`config.mk`:
```
export PLATFORM = sky130hd
export DESIGN_NAME = if_fetch_stage
export DESIGN_NICKNAME = d
export VERILOG_FILES = /design/src/rtl/if_fetch_stage_pkg.sv /design/src/rtl/if_fetch_stage_pc_register.sv /design/src/rtl/if_fetch_stage.sv
export SDC_FILE = /design/constraint.sdc
export NUM_CORES = 1
export LEC_CHECK = 0
export ABC_AREA = 1
export CAP_MARGIN = 30
export CORE_MARGIN = 2
export CORE_UTILIZATION = 46
export CTS_CLUSTER_DIAMETER = 150
export DETAILED_ROUTE_END_ITERATION = 12
export PLACE_DENSITY = 0.86
export SLEW_MARGIN = 20
export SYNTH_ARGS = -nofsm -noshare
export SYNTH_HDL_FRONTEND = slang
export SYNTH_SLANG_ARGS = --single-unit
```
`constraint.sdc`:
```
create_clock -name clk -period 6.1 [get_ports clk]
set_input_delay 1.22 -clock clk [delete_from_list [all_inputs] [get_ports clk]]
set_output_delay 1.22 -clock clk [all_outputs]
set_load 0.01 [all_outputs]
```
`src/rtl/if_fetch_stage_pkg.sv`:
```
// Shared fetch-stage types and constants.
// Holds the FSM encoding, datapath width and the bubble word.
package if_fetch_stage_pkg;

  localparam int unsigned XLEN = 32;

  localparam logic [XLEN-1:0] NOP_INSTR = '0;

  typedef enum logic {
    S_REQ  = 1'b0,
    S_HOLD = 1'b1
  } fetch_state_e;

endpackage

```
`src/rtl/if_fetch_stage_pc_register.sv`:
```
// Program counter register with sequential/redirect next-value mux.
// Ports: clk, rst (async high), load_en, sel_branch, branch_address,
//        pc_o (current pc), pc_inc_o (pc + PC_STEP, 32-bit wrap).
module if_fetch_stage_pc_register
  import if_fetch_stage_pkg::*;
#(
  parameter logic [XLEN-1:0] RESET_PC = 32'h0000_0000,
  parameter logic [XLEN-1:0] PC_STEP  = 32'd4
) (
  input  logic            clk,
  input  logic            rst,
  input  logic            load_en,
  input  logic            sel_branch,
  input  logic [XLEN-1:0] branch_address,
  output logic [XLEN-1:0] pc_o,
  output logic [XLEN-1:0] pc_inc_o
);

  logic [XLEN-1:0] pc_q;
  logic [XLEN-1:0] pc_d;
  logic [XLEN-1:0] pc_inc;

  // Modulo 2^32: the carry out is simply dropped.
  assign pc_inc = pc_q + PC_STEP;

  always_comb begin
    pc_d = pc_q;
    if (load_en) begin
      if (sel_branch) begin
        pc_d = branch_address;
      end else begin
        pc_d = pc_inc;
      end
    end
  end

  always_ff @(posedge clk or posedge rst) begin
    if (rst) begin
      pc_q <= RESET_PC;
    end else begin
      pc_q <= pc_d;
    end
  end

  assign pc_o     = pc_q;
  assign pc_inc_o = pc_inc;

endmodule

```
`src/rtl/if_fetch_stage.sv`:
```
// Instruction fetch stage feeding the IF/ID register.
// Ports: clk, rst (async high), freeze, branch_taken, branch_address,
//        imem_req/addr/rdata/ready, PC, Instruction, instr_valid,
//        fetch_wait. Bubbles are PC=0, Instruction=0.
module if_fetch_stage
  import if_fetch_stage_pkg::*;
#(
  parameter logic [31:0] RESET_PC = 32'h0000_0000,
  parameter logic [31:0] PC_STEP  = 32'd4
) (
  input  logic        clk,
  input  logic        rst,
  input  logic        freeze,
  input  logic        branch_taken,
  input  logic [31:0] branch_address,
  output logic        imem_req,
  output logic [31:0] imem_addr,
  input  logic [31:0] imem_rdata,
  input  logic        imem_ready,
  output logic [31:0] PC,
  output logic [31:0] Instruction,
  output logic        instr_valid,
  output logic        fetch_wait
);

  fetch_state_e    state_q;
  fetch_state_e    state_d;
  logic [XLEN-1:0] instr_buf_q;
  logic [XLEN-1:0] instr_buf_d;

  logic            pc_load;
  logic            pc_sel_br;
  logic [XLEN-1:0] pc_reg;
  logic [XLEN-1:0] pc_inc;

  if_fetch_stage_pc_register #(
    .RESET_PC (RESET_PC),
    .PC_STEP  (PC_STEP)
  ) u_pc (
    .clk            (clk),
    .rst            (rst),
    .load_en        (pc_load),
    .sel_branch     (pc_sel_br),
    .branch_address (branch_address),
    .pc_o           (pc_reg),
    .pc_inc_o       (pc_inc)
  );

  // Next-state and pc control. branch_taken wins over freeze.
  always_comb begin
    state_d     = state_q;
    instr_buf_d = instr_buf_q;
    pc_load     = 1'b0;
    pc_sel_br   = 1'b0;
    unique case (state_q)
      S_REQ: begin
        if (branch_taken) begin
          pc_load   = 1'b1;
          pc_sel_br = 1'b1;
        end else if (imem_ready && !freeze) begin
          pc_load = 1'b1;
        end else if (imem_ready && freeze) begin
          instr_buf_d = imem_rdata;
          state_d     = S_HOLD;
        end
      end
      S_HOLD: begin
        if (branch_taken) begin
          pc_load     = 1'b1;
          pc_sel_br   = 1'b1;
          instr_buf_d = NOP_INSTR;
          state_d     = S_REQ;
        end else if (!freeze) begin
          pc_load     = 1'b1;
          instr_buf_d = NOP_INSTR;
          state_d     = S_REQ;
        end
      end
      default: begin
        state_d = S_REQ;
      end
    endcase
  end

  // Outputs depend only on state, pc, buffer and memory inputs.
  always_comb begin
    imem_req    = 1'b0;
    Instruction = NOP_INSTR;
    PC          = '0;
    instr_valid = 1'b0;
    fetch_wait  = 1'b0;
    unique case (state_q)
      S_REQ: begin
        imem_req   = 1'b1;
        fetch_wait = !imem_ready;
        if (imem_ready) begin
          Instruction = imem_rdata;
          PC          = pc_inc;
          instr_valid = 1'b1;
        end
      end
      S_HOLD: begin
        Instruction = instr_buf_q;
        PC          = pc_inc;
        instr_valid = 1'b1;
      end
      default: begin
        imem_req = 1'b0;
      end
    endcase
  end

  assign imem_addr = pc_reg;

  always_ff @(posedge clk or posedge rst) begin
    if (rst) begin
      state_q     <= S_REQ;
      instr_buf_q <= NOP_INSTR;
    end else begin
      state_q     <= state_d;
      instr_buf_q <= instr_buf_d;
    end
  end

endmodule

```
==> impl_metrics.toml, run 1 <==
[drt]
drc = 0
wl_per_cell_um = 15.45
drtPass1Iterations = 5
antenna_left = 0
drt_iter0_markers = 289
vias_per_cell = 5.351
finalWirelength_um = 12450
routed-via-count = 4313

[sta]
worst_pin_slew_ps = 840.7
finalSetupViolations = 0
fin_crit_sh_pct = 73.71
clock-skew-final_ps = 10.97
min_period_ps = 4496
whs_ps = 522.2
setup_slack_ps = 1604
slew_viol_final = 0
max_freq_mhz = 222.4
rsz0062_at_grt = "no"
max-slew-margin-rel_pct = 43.95
hold_viol = 0
tns_ps = 0

[pwr]
p_switching_uw = 419.9
leakagePower_nw = 2.605
power_frac_comb_pct = 31.0
p_per_area_mw_per_mm2 = 233.8
p_int_uw = 959.2
swShare_pct = 30.45
peakVddDrop_mv = 0.1376
finalPower_mw = 1.379
power_frac_seq_pct = 38.7
clkPwrFrac_pct = 30.3

[logic_synthesis]
synth_top_area_share_pct = 41.77
yosys_register_bits = 65
netlist_top_cells_area = "dfrtp_1 (42%), nand2_1 (15%), inv_1 (6.9%)"
synth_top_area_cell = "dfrtp_1"
synth_cell_types = 28
syn_area_per_cell_um2 = 7.278
yosysSeqAreaShare_pct = 41.77
syn_nets = 605
synthCells = 535
yosys_warnings = 0
syn-cell-area_mm2 = 0.003894

[worst_setup_path]
rr_worst_depth = 7
critPathCaptureType = "output pin"
r2r_setup_slack_ps = 4040
crit_family = "buffers and inverters"
cp.required_ps = 4880
r2r_end = "u_pc.pc_o[9]"
critPathMaxStageDelay_ps = 570
r2r-start = "state_q"
cpMostUsedCell = "clkdlybuf4s50_1"
setup.worst_path.class = "input port to output pin"
critPathBufInv = 4
cp_max_fo = 19
path_cells = "clkdlybuf4s50_1 > inv_1 > nor2_2 > buf_4 > nand2_1 > o21ai_0 > clkdlybuf4s50_1"
worst_path_max_delay_cell = "clkdlybuf4s50_1"
cp.arrival_ps = 3280
worstSetupStartpointType = "input port"

[placement]
placed_cell_area_mm2 = 0.005645
post-place-ws_ps = 1501
io_buffers = 167
place_congestion = 0.9158
place_hpwl_um = 8947

[job]
drv_cap = 0

[clock_network]
ctsHoldBuffers = 0
clkLatencyLatePin_ps = 340
cts_tree = "done"
cts_made_buffers = 9
clk_pin_slew_ps = 70
cts-root-buf = "clkbuf_8"
cts_resized = 0
htreeDepth = 3
clock-sinks = 65
clockBufferDepth = 2
cts_setup_buffers = 0

[finish]
fill_cells = 660
areaGrowthSynthToFinish_pct = 51.48
final_nets = 766
drive_gt1_share_pct = 5.706
regArea_mm2 = 0.001627
diodes = 0
multiInputGateArea_mm2 = 0.001904
stdcell_area_mm2 = 0.005898

[floorplan]
die_h_um = 96.01
initial_core_util_pct = 47.39
fp.dieW_um = 96.01
ioPinCount = 168
die_area_mm2 = 0.009217
core_area_mm2 = 0.008217
row_count = 33

[min_path]
hp-class = "register to register"
hp-start = "instr_buf_q[3]"
hold_path_depth = 2
min_to = "instr_buf_q[3]"

[global_route]
grt_pass1_wl_um = 19330
grt_pass1_vias = 4028
grt_usage_pct = 26.98
gr-total-overflow = 0
grt_max_degree = 66
antenna_found_initial = 0

[outcome]
run_status = "completed"
kinds of logic after synthesis:
kind of cell,after synthesis,synth area share [%]
AOI/OAI and AO/OA,122,18.99
xor gates and xnor gates,15,3.374
adders and majority gates,1,0.3213
buffers and inverters,97,9.769
DFF,65,41.77
and+or+nand+nor,235,25.77
cells in the mapped netlist, drive strengths merged:
cell type and number:
nand2 156, inv 73, dfrtp 65, nor2 59, o21ai 41, o22ai 33, a22oi 26, a21oi 15
clkbuf 13, xor2 13, buf 11, nand3 7, and2 6, nand3b 6, o32ai 4, o211ai 2
xnor2 2, a211oi 1, ha 1, nor3 1
per-layer routing:
layer  global-route usage, %  share of wire, %
met4                   10.83               2.2
met1                   35.81                41
met5                       0                 0
met3                   3.915               7.3
met2                   44.33                49
per-stage QoR:
stage	utilization (%)	instances
4_1_cts	71.42	804
6_report	71.78	806
5_1_grt	71.78	806
3_3_place_gp	68.62	788
3_5_place_dp	68.71	788
2_1_floorplan	-	535
area by class of cell:
type                       count  area share (%)
inverter                      73           4.646
multi-input combinational    373           32.29
timing repair buffer         174           29.49
clock inverter                 2           1.018
tap                          105           2.227
sequential                    65           27.58
clock buffer                  14           2.758
worst max-delay path by stage:
stage          startpoint         endpoint  slack [ps]  depth (start not counted)
2_1_floorplan  imem_ready  Instruction[21]        2900                          6
3_3_place_gp   imem_ready       fetch_wait        1540                          5
3_5_place_dp   imem_ready       fetch_wait        1500                          5
4_1_cts        imem_ready       fetch_wait        1500                          5
5_1_grt        imem_ready   Instruction[5]        1490                          7
6_report       imem_ready  Instruction[12]        1600                          7
flip-flops by register name, summed over array words and instances (netlist names):
register / flops
state_q: 1
instr_buf_q: 32
u_pc.pc_o: 32
cell usage in the layout (no fill, tap or decap):
| cell | count |
|---|---|
| and2_2 | 1 |
| nor2_1 | 49 |
| o211ai_1 | 2 |
| nor2_2 | 4 |
| o21ai_4 | 1 |
| a211oi_1 | 1 |
| buf_4 | 5 |
| o21ai_0 | 38 |
| o32ai_1 | 4 |
| nand2_1 | 152 |
| nand3b_1 | 6 |
| nand3_1 | 7 |
| nor3_2 | 1 |
| o21ai_2 | 1 |
| nand2_4 | 1 |
| o22ai_1 | 33 |
| bufinv_16 | 2 |
| nand2_2 | 3 |
| a21oi_1 | 15 |
| clkbuf_8 | 11 |
| xnor2_1 | 2 |
| o21ai_1 | 1 |
| clkdlybuf4s50_1 | 167 |
| ha_1 | 1 |
| a22oi_1 | 26 |
| dfrtp_1 | 65 |
| xor2_1 | 13 |
| clkbuf_1 | 3 |
| nor2_4 | 6 |
| inv_1 | 71 |
| inv_2 | 2 |
| and2_1 | 5 |
| buf_8 | 2 |
power by group through the flow:
stage / combinational [mW] / sequential, mW / clock [mW]
final: 0.428 / 0.534 / 0.417
after global routing: 0.466 / 0.541 / 0.440
after CTS: 0.427 / 0.534 / 0.420
after detailed placement: 0.424 / 0.541 / 0
after global placement: 0.413 / 0.539 / 0
after floorplan: 0.193 / 0.542 / 0
worst min-delay path: cells and delay by family, from the launching register on:
kind | cells | cell delay (ps)
compound gates | 1 | 110
buf+inv | 1 | 50
flops | 1 | 320
No activity file was read; power rests on OpenSTA's default activity.
==> run 2: changes to the inputs <==
- CORE_UTILIZATION: 46 -> 43
- PLACE_DENSITY: 0.86 -> 0.81
- clock period: 6.1 -> 4.6 ns (I/O delays scaled with it)
==> impl_metrics.toml, run 2 (synthesis gave the netlist of run 1 again) <==
[outcome]
run_status = "completed"

[global_route]
grt_busiest_layer = "met2"
antenna_found_initial = 0
grt_max_degree = 41
grt_pass1_wl_um = 19890
grt_pass1_vias = 4149
met3_usage_pct = 4.989
gr-total-overflow = 0
grt_usage_pct = 25.18
grtUsageMet2_pct = 40.12
grt_util_met1_pct = 33.71

[clock_network]
cts_made_buffers = 9
htreeDepth = 3
cts-root-buf = "clkbuf_8"
clkLatencyLatePin_ps = 350
cts_tree = "done"
clockBufferDepth = 2
clock-sinks = 65
cts_resized = 0
clk_pin_slew_ps = 80
cts_setup_buffers = 0
ctsHoldBuffers = 0

[job]
drv_cap = 0

[sta]
max_freq_mhz = 264.2
finalSetupViolations = 0
tns_ps = 0
slew_viol_final = 0
setup_slack_ps = 814.9
fin_crit_sh_pct = 82.28
min_period_ps = 3785
hold_viol = 0
clock-skew-final_ps = 10.79
max-slew-margin-rel_pct = 44.67
worst_pin_slew_ps = 826.8
whs_ps = 528.5
rsz0062_at_grt = "no"

[finish]
drive_gt1_share_pct = 6.259
stdcell_area_mm2 = 0.005863
instances_no_fill = 811
mostFrequentLayoutCell = "clkdlybuf4s50_1"
post-route-util_pct = 66.90
diodes = 0
final_nets = 768
areaGrowthSynthToFinish_pct = 50.58
final_cell_mix = "clkdlybuf4s50_1 (167), nand2_1 (152), inv_1 (71)"

[pwr]
p_per_area_mw_per_mm2 = 291.1
clkPwrFrac_pct = 25.2
p_int_mw = 1.134
power_frac_seq_pct = 41.6
p_switching_uw = 572.7
finalPower_mw = 1.706
power_frac_comb_pct = 33.2
leakagePower_nw = 2.589
peakVddDrop_mv = 0.1486
swShare_pct = 33.56

[drt]
antenna_left = 0
drt_iter0_markers = 161
drc = 0
routed-via-count = 4276
wl_per_cell_um = 15.16
finalWirelength_um = 12290
vias_per_cell = 5.273
drtPass1Iterations = 5

[placement]
dpl.cell_count = 794
place_hpwl_um = 9115
post-place-ws_ps = 834.0
placed_cell_area_mm2 = 0.005672
io_buffers = 167
place_congestion = 0.8903

[floorplan]
row_count = 34
core_area_mm2 = 0.008763
ioPinCount = 168
fp.dieW_um = 99.16
initial_core_util_pct = 44.43
die_h_um = 99.16
die_area_mm2 = 0.009833

[worst_setup_path]
cp.arrival_ps = 2870
critPathCaptureType = "output pin"
critPathMaxStageDelay_ps = 560
cp.required_ps = 3680
worst_path_max_delay_cell = "clkdlybuf4s50_1"
setup.worst_path.class = "input port to output pin"
cp_max_fo = 20
worstSetupStartpointType = "input port"
path_cells = "clkdlybuf4s50_1 > inv_1 > nand2_2 > inv_1 > buf_4 > a21oi_1 > clkdlybuf4s50_1"
r2r_setup_slack_ps = 2800

[min_path]
hp-class = "register to register"
## run 2: changes by cell type in the layout (fill, tap and decap cells not counted), sizes merged
cell and change:
buf +2, bufinv -2, clkbuf -4, clkinv +4, clkinvlp +1, inv +1
## run 2: worst paths after layout
path | startpoint | endpoint | cells past startpoint
setup / recovery | imem_ready | PC[20] | 7
hold / removal | instr_buf_q[28] | instr_buf_q[28] | 2
setup reg to reg | state_q | u_pc.pc_o[6] | 7
hold reg to reg | instr_buf_q[28] | instr_buf_q[28] | 2
max in group asynchronous | rst | instr_buf_q[13] | 4
min in group asynchronous | rst | u_pc.pc_o[18] | 2
## run 2: routing by layer
| metal | share of wire, % | wire length, um | vias to the layer above |
|---|---|---|---|
| li1 | - | - | 2059 |
| met1 | 43 | 5229 | 2028 |
| met2 | 48 | 5929 | 162 |
| met3 | 6.6 | 810 | 27 |
| met4 | 2.6 | 323 | 0 |
| met5 | 0 | 0 | - |
## run 2: final cells by class
class	instances	area [um2]
Clock buffer	10	127.6
Clock inverter	6	43.79
Fill cell	778	2900
Inverter	73	274.0
Multi-Input combinational cell	373	1904
Sequential cell	65	1627
Tap cell	108	135.1
Timing Repair Buffer	176	1752
## run 2: power groups by stage
stage	clock network, mW	logic [mW]	registers (mW)
final	0.430	0.567	0.709
after global routing	0.474	0.619	0.720
after CTS	0.442	0.568	0.709
after detailed placement	0	0.565	0.719
after global placement	0	0.553	0.716
after floorplan	0	0.256	0.719
## run 2: critical path: cells and delay by family
kind	cells	cell delay, ps
AOI/OAI and AO/OA	1	170
buffers and inverters	5	1610
and+or+nand+nor	1	160
